==> config.mk <==
export PLATFORM = sky130hd
export DESIGN_NAME = arithmetic_execute_unit
export DESIGN_NICKNAME = d
export VERILOG_FILES = /design/src/rtl/arithmetic_execute_unit.sv
export SDC_FILE = /design/constraint.sdc
export NUM_CORES = 1
export LEC_CHECK = 0
export CAP_MARGIN = 15
export CORE_ASPECT_RATIO = 1.2
export CORE_MARGIN = 4
export CORE_UTILIZATION = 45
export DETAILED_ROUTE_END_ITERATION = 7
export PLACE_DENSITY_LB_ADDON = 0.08
export SYNTH_ARGS = -nofsm -noshare
export SYNTH_HDL_FRONTEND = slang
export SYNTH_SLANG_ARGS = --single-unit
export TNS_END_PERCENT = 1
==> constraint.sdc <==
create_clock -name in_clk -period 4.25 [get_ports in_clk]
set_clock_uncertainty 0.05 [all_clocks]
set_input_delay 1.0625 -clock in_clk [delete_from_list [all_inputs] [get_ports in_clk]]
set_output_delay 1.0625 -clock in_clk [all_outputs]
set_load 0.01 [all_outputs]
==> src/rtl/arithmetic_execute_unit.sv <==
// 64-bit integer ALU functional unit: registered result, NZCV flags and condition outcome.
// Define AEU_SHIFT_OPS_EN to enable the LSL/LSR/ASR operations.
package arithmetic_execute_unit_pkg;
    typedef enum logic [4:0] {
        ALU_OP_PLUS   = 5'd0,
        ALU_OP_MINUS  = 5'd1,
        ALU_OP_AND    = 5'd2,
        ALU_OP_OR     = 5'd3,
        ALU_OP_EOR    = 5'd4,
        ALU_OP_ORN    = 5'd5,
        ALU_OP_MOV    = 5'd6,
        ALU_OP_CSEL   = 5'd7,
        ALU_OP_CSINC  = 5'd8,
        ALU_OP_CSINV  = 5'd9,
        ALU_OP_CSNEG  = 5'd10,
        ALU_OP_PASS_A = 5'd11,
        ALU_OP_LSL    = 5'd12,
        ALU_OP_LSR    = 5'd13,
        ALU_OP_ASR    = 5'd14
    } alu_op_t;

    typedef enum logic [3:0] {
        C_EQ = 4'd0,  C_NE = 4'd1,  C_CS = 4'd2,  C_CC = 4'd3,
        C_MI = 4'd4,  C_PL = 4'd5,  C_VS = 4'd6,  C_VC = 4'd7,
        C_HI = 4'd8,  C_LS = 4'd9,  C_GE = 4'd10, C_LT = 4'd11,
        C_GT = 4'd12, C_LE = 4'd13, C_AL = 4'd14, C_NV = 4'd15
    } cond_t;
endpackage

module arithmetic_execute_unit
    import arithmetic_execute_unit_pkg::*;
(
    input  logic        in_clk,
    input  logic        in_rst,
    input  logic        in_start,
    input  alu_op_t     in_alu_op,
    input  logic [63:0] in_val_a,
    input  logic [63:0] in_val_b,
    input  logic [5:0]  in_alu_val_hw,
    input  logic        in_set_CC,
    input  cond_t       in_cond,
    input  logic [3:0]  in_prev_nzcv,
    output logic [63:0] out_res,
    output logic [3:0]  out_nzcv,
    output logic        out_cond_val,
    output logic        out_done
);

    logic [63:0] r_res;
    logic [3:0]  r_nzcv;
    logic        r_cond_val;
    logic        r_done;

    logic        w_n, w_z, w_c_prev, w_v_prev;
    logic        w_cond_val;
    logic [64:0] w_sum;
    logic [64:0] w_diff;
    logic [63:0] w_mov_mask;
    logic [63:0] w_mov_ins;
    logic [63:0] w_res;
    logic        w_c;
    logic        w_v;
    logic [3:0]  w_nzcv;
`ifdef AEU_SHIFT_OPS_EN
    logic [5:0]  w_shamt;

    assign w_shamt = in_val_b[5:0];
`endif

    assign {w_n, w_z, w_c_prev, w_v_prev} = in_prev_nzcv;

    // Bit 64 of the subtract path is the no-borrow flag, i.e. a >= b unsigned.
    assign w_sum      = {1'b0, in_val_a} + {1'b0, in_val_b};
    assign w_diff     = {1'b0, in_val_a} + {1'b0, ~in_val_b} + 65'd1;
    assign w_mov_mask = 64'hFFFF << in_alu_val_hw;
    assign w_mov_ins  = {48'd0, in_val_b[15:0]} << in_alu_val_hw;

    always_comb begin
        w_cond_val = 1'b0;
        case (in_cond)
            C_EQ:       w_cond_val = w_z;
            C_NE:       w_cond_val = !w_z;
            C_CS:       w_cond_val = w_c_prev;
            C_CC:       w_cond_val = !w_c_prev;
            C_MI:       w_cond_val = w_n;
            C_PL:       w_cond_val = !w_n;
            C_VS:       w_cond_val = w_v_prev;
            C_VC:       w_cond_val = !w_v_prev;
            C_HI:       w_cond_val = w_c_prev & !w_z;
            C_LS:       w_cond_val = !(w_c_prev & !w_z);
            C_GE:       w_cond_val = (w_n == w_v_prev);
            C_LT:       w_cond_val = (w_n != w_v_prev);
            C_GT:       w_cond_val = !w_z & (w_n == w_v_prev);
            C_LE:       w_cond_val = !(!w_z & (w_n == w_v_prev));
            C_AL, C_NV: w_cond_val = 1'b1;
            default:    w_cond_val = 1'b0;
        endcase
    end

    always_comb begin
        w_res = '0;
        w_c   = 1'b0;
        w_v   = 1'b0;
        case (in_alu_op)
            ALU_OP_PLUS: begin
                w_res = w_sum[63:0];
                w_c   = w_sum[64];
                w_v   = (in_val_a[63] == in_val_b[63]) & (w_sum[63] != in_val_a[63]);
            end
            ALU_OP_MINUS: begin
                w_res = w_diff[63:0];
                w_c   = w_diff[64];
                w_v   = (in_val_a[63] != in_val_b[63]) & (w_diff[63] != in_val_a[63]);
            end
            ALU_OP_AND:    w_res = in_val_a & in_val_b;
            ALU_OP_OR:     w_res = in_val_a | in_val_b;
            ALU_OP_EOR:    w_res = in_val_a ^ in_val_b;
            ALU_OP_ORN:    w_res = in_val_a | ~in_val_b;
            ALU_OP_MOV:    w_res = (in_val_a & ~w_mov_mask) | w_mov_ins;
            ALU_OP_CSEL:   w_res = w_cond_val ? in_val_a : in_val_b;
            ALU_OP_CSINC:  w_res = w_cond_val ? in_val_a : in_val_b + 64'd1;
            ALU_OP_CSINV:  w_res = w_cond_val ? in_val_a : ~in_val_b;
            ALU_OP_CSNEG:  w_res = w_cond_val ? in_val_a : ~in_val_b + 64'd1;
            ALU_OP_PASS_A: w_res = in_val_a;
`ifdef AEU_SHIFT_OPS_EN
            ALU_OP_LSL:    w_res = in_val_a << w_shamt;
            ALU_OP_LSR:    w_res = in_val_a >> w_shamt;
            ALU_OP_ASR:    w_res = 64'($signed(in_val_a) >>> w_shamt);
`endif
            default:       w_res = '0;
        endcase
    end

    assign w_nzcv = in_set_CC ? {w_res[63], (w_res == '0), w_c, w_v} : in_prev_nzcv;

    always_ff @(posedge in_clk or posedge in_rst) begin
        if (in_rst) begin
            r_res      <= '0;
            r_nzcv     <= '0;
            r_cond_val <= 1'b0;
            r_done     <= 1'b0;
        end else begin
            r_done <= in_start;
            if (in_start) begin
                r_res      <= w_res;
                r_nzcv     <= w_nzcv;
                r_cond_val <= w_cond_val;
            end
        end
    end

    assign out_res      = r_res;
    assign out_nzcv     = r_nzcv;
    assign out_cond_val = r_cond_val;
    assign out_done     = r_done;

endmodule

==> flow_summary.json, run 1 <==
{
  "ys_ff_latch": 70,
  "root_buffer": "clkbuf_16",
  "yosysUniqueCellTypes": 99,
  "synth_top_area_cell": "a21oi_1",
  "status": "stopped before the end",
  "hpwl_um": 136000,
  "ys_top_cells_by_count": "a21oi_1, nor2_1, nand2_1",
  "grt_max_degree": 71,
  "num_rows": 90,
  "grt_overflow": 12,
  "synth.most_common_cell": "a21oi_1",
  "synth.yosys.seq_area_share": 0.0769,
  "synth_top_area_frac": 0.0894,
  "grt_pass1_vias": 42600,
  "io_pins": 221,
  "clock_path_buffers": 2,
  "avgSynthCellArea_um2": 6.38,
  "stop_error": "[ERROR GRT-0116] Global routing finished with congestion. Check the congestion regions in the DRC Viewer.",
  "syn_area_mm2": 0.0228,
  "synth_edf_count": 0,
  "ys.flop_type": "dfrtp_1",
  "die_h_um": 255,
  "ctsHoldBuffers": 0,
  "grt_use_total": 0.661,
  "die_w_um": 213,
  "syn_nets": 3856,
  "finalWeightedCongestion": 1.26,
  "start_util": 0.454,
  "ys_warn_count": 0,
  "numCtsBuffers": 9,
  "synth.top_cells.by_area": "a21oi_1, dfrtp_1, ha_1",
  "netlist_instances": 3570,
  "io_buffers": 220,
  "htree_levels": 3,
  "stop_stage": "5_1_grt",
  "clock_sinks": 70,
  "grt_pass1_wl_um": 273000,
  "async_flop_share": 1.00
}
-- repair_timing --
item                                    CTS
setup buffers                            84
pin swaps                               165
resized for setup                       462
endpoints found under the setup margin   51
-- metrics by stage --
step	cell area (µm²)	setup slack [ps]	instances	TNS, ps	util
floorplan	23200	-235	3570	-617	-
global placement	36300	-1720	5602	-45130	0.723
detailed placement	36300	-1870	5602	-49870	0.723
CTS	39100	-611	5698	-4200	0.778
-- cell families after synthesis --
kind of cell	count (synthesis)	share of synthesized area
flip-flops	70	0.0769
AND/OR/NAND/NOR	1325	0.280
AO/OA/AOI/OAI	1392	0.408
multiplexers	93	0.0477
buffers and inverters	470	0.0795
adder cells (fa/ha/maj)	135	0.0748
XOR/XNOR	85	0.0333
-- routing by layer --
metal	track usage	overflow
met4	0.697	10
met3	0.419	0
met2	0.873	2
met5	0.0778	0
met1	0.668	0
==> run 2: changes to the inputs <==
- CORE_ASPECT_RATIO: 1.2 -> unset
- CORE_UTILIZATION: 45 -> 30
- PLACE_DENSITY_LB_ADDON: 0.08 -> 0.15
==> flow_summary.json, run 2 <==
{
  "die_h_um": 284,
  "cp-start-kind": "input pin",
  "tightest_slew_ps": 946,
  "synth.yosys.seq_area_share": 0.0769,
  "finalWorstSetupSlack_ps": -817,
  "synth_edf_count": 0,
  "finalCriticalPeriod_ps": 5070,
  "synth_top_area_cell": "a21oi_1",
  "drv_slew": 0,
  "grt_max_degree": 69,
  "core_mm2": 0.0748,
  "critPathTopFamily": "simple AND/OR/NAND/NOR gates",
  "hold_path_depth": 1,
  "p_leak_nw": 17.3,
  "path_cells": "dlygate4sd2_1, ha_4, buf_4, buf_4, inv_1, a21oi_1, o31ai_2, a211oi_4, buf_4, o211ai_1, buf_4, a21oi_4, a2bb2oi_4, mux2i_4, or3_4, or4_4, nor4_4, buf_4, nand4_1, o31ai_2",
  "clock.fmax_ghz": 0.197,
  "dr.pass1.iters": 8,
  "io_pins": 221,
  "grt_pass1_wl_um": 264000,
  "layout_commonest_cell": "buf_4",
  "largest_reg_flops": 64,
  "grt_pass1_vias": 36000,
  "worst-path-stages": 20,
  "hold_viol": 0,
  "ys.flop_type": "dfrtp_1",
  "ys_top_cells_by_count": "a21oi_1, nor2_1, nand2_1",
  "synth_top_area_frac": 0.0894,
  "rrSetupSlack_ps": 1550,
  "root_buffer": "clkbuf_16",
  "via_per_inst": 6.27,
  "status": "complete, but fails checks",
  "cap_violations": 0,
  "slew_headroom": 0.370,
  "cpMostUsedCell": "buf_4",
  "power.density_mw_per_mm2": 184,
  "post-route-drc-count": 1,
  "timing.rr.end": "out_nzcv[2]",
  "num_rows": 100,
  "drive_above_1_share": 0.411,
  "cts_tree": "done",
  "slowest_stage": "or4_4",
  "finalWeightedCongestion": 1.08,
  "cpPeakStageDelay_ps": 510,
  "area_growth_pct": 74.7,
  "hold_path_class": "reg2reg",
  "dp_cells": 5926,
  "htree_levels": 3,
  "wl_um": 189000,
  "dieArea_mm2": 0.0804,
  "grt_overflow": 0,
  "dr.first_iter.drc_count": 5504,
  "io_buffers": 220,
  "clock_path_buffers": 2,
  "wl_per_cell_um": 31.3,
  "cp-end-kind": "flop",
  "clock_sinks": 70,
  "rsz0062_at_grt": "true",
  "clkTransAtPathRegs_ps": 70,
  "yosysUniqueCellTypes": 99,
  "r2r_start": "out_nzcv[2]",
  "hpwl_um": 155000,
  "antenna_found_initial": 6,
  "fin_crit_sh": 1.19,
  "ys_ff_latch": 70,
  "dpl_cell_area_mm2": 0.0366,
  "grt_use_total": 0.443,
  "vias": 37800,
  "fin_nets": 5340,
  "netlist_instances": 3570,
  "syn_nets": 3856,
  "worstHoldStart": "out_res[48]",
  "synth.most_common_cell": "a21oi_1",
  "hold_end": "out_res[48]",
  "die_w_um": 284,
  "critPathRequiredTime_ps": 4470,
  "async_flop_share": 1.00,
  "reg2reg_depth": 13,
  "fin_area_mm2": 0.0398,
  "violations": "DRC, setup timing",
  "clkLatencyLatePin_ps": 350,
  "arrival_ps": 5290,
  "setup_viol": 33,
  "mostFrequentLayoutCells": "buf_4, nor2_1, a21oi_1, nand2_1, o21ai_0",
  "crit_buf_inv": 7,
  "ctsHoldBuffers": 0,
  "avgSynthCellArea_um2": 6.38,
  "peakVddDrop_mv": 0.207,
  "numCtsBuffers": 9,
  "final_antenna_net_count": 0,
  "start_util": 0.305,
  "crit_type": "in2reg",
  "ys_warn_count": 0,
  "synth.top_cells.by_area": "a21oi_1, dfrtp_1, ha_1",
  "path_max_fanout": 5,
  "syn_area_mm2": 0.0228,
  "finalNonFillerCells": 6032
}
-- run 2: cell counts after synthesis --
Identical to the previous run, type by type.
-- run 2: how the worst max path moves through the flow --
stage,slack (ps),from,end
floorplan,-240,in_val_b[4],out_nzcv[2]
global placement,-1980,in_val_b[0],out_nzcv[2]
CTS,-830,in_val_b[8],out_nzcv[2]
finish,-820,in_val_a[17],out_nzcv[2]
detailed placement,-2060,in_val_b[0],out_nzcv[2]
global route,-850,in_val_b[17],out_nzcv[2]
-- run 2: kinds of logic (layout without fill, tap and decap cells) --
logic type | count (synthesis) | count (layout) | share of synthesized area
AOI/OAI and AO/OA | 1392 | 1392 | 0.408
xor gates and xnor gates | 85 | 85 | 0.0333
adders and majority gates | 135 | 135 | 0.0748
buffers and inverters | 470 | 1959 | 0.0795
DFF | 70 | 70 | 0.0769
muxes | 93 | 93 | 0.0477
other | 0 | 4 | 0
and+or+nand+nor | 1325 | 1325 | 0.280
-- run 2: power breakdown --
part / internal [mW] / switching (mW) / total [mW]
registers: 0.768 / 0.0578 / 0.826
clock network: 0.403 / 0.335 / 0.739
logic: 2.56 / 3.22 / 5.77
-- run 2: worst reg2reg max path, delay by kind of cell (launching register included) --
family	cells	cell delay, ps
AO/OA/AOI/OAI	2	320
flip-flops	1	520
buffers and inverters	5	820
AND/OR/NAND/NOR	6	900
-- run 2: metrics by stage --
step           setup slack, ps  setup TNS, ps  utilization  power, mW  hold WS (ps)
6_report                  -817          -8460        0.532       7.34           436
5_1_grt                   -851         -11860        0.532       7.60           466
4_1_cts                   -832          -9800        0.516       7.00           438
3_5_place_dp             -2060         -58840        0.489       5.95           419
3_3_place_gp             -1980         -57380        0.489       5.96           419
2_1_floorplan             -235           -617            -       2.85           466
-- run 2: cell type report --
cell class,count,area (µm²)
Fill cell,7598,35000
Multi-Input combinational cell,3030,21700
Timing Repair Buffer,1792,14300
Sequential cell,70,1750
Tap cell,969,1210
Inverter,151,596
Clock buffer,9,225
Clock inverter,7,58.8
Antenna cell,4,10.0
-- run 2: metal layers --
layer | share of wire | wire (µm) | track usage | vias up
met5 | 0.00021 | 39 | 0 | -
met4 | 0.095 | 18000 | 0.318 | 6
met3 | 0.093 | 17500 | 0.0760 | 651
met2 | 0.42 | 80100 | 0.680 | 2440
met1 | 0.39 | 73300 | 0.559 | 18100
li1 | - | - | - | 16600
-- run 2: timing repair --
| item | in CTS | in global routing |
|---|---|---|
| buffers inserted | 57 | 32 |
| pin swaps | 95 | 93 |
| endpoints found under the hold margin | 0 | 0 |
| resized for setup | 374 | 254 |
| endpoints found under the setup margin | 58 | 46 |
Note: power is estimated with default switching activity, not from simulation.
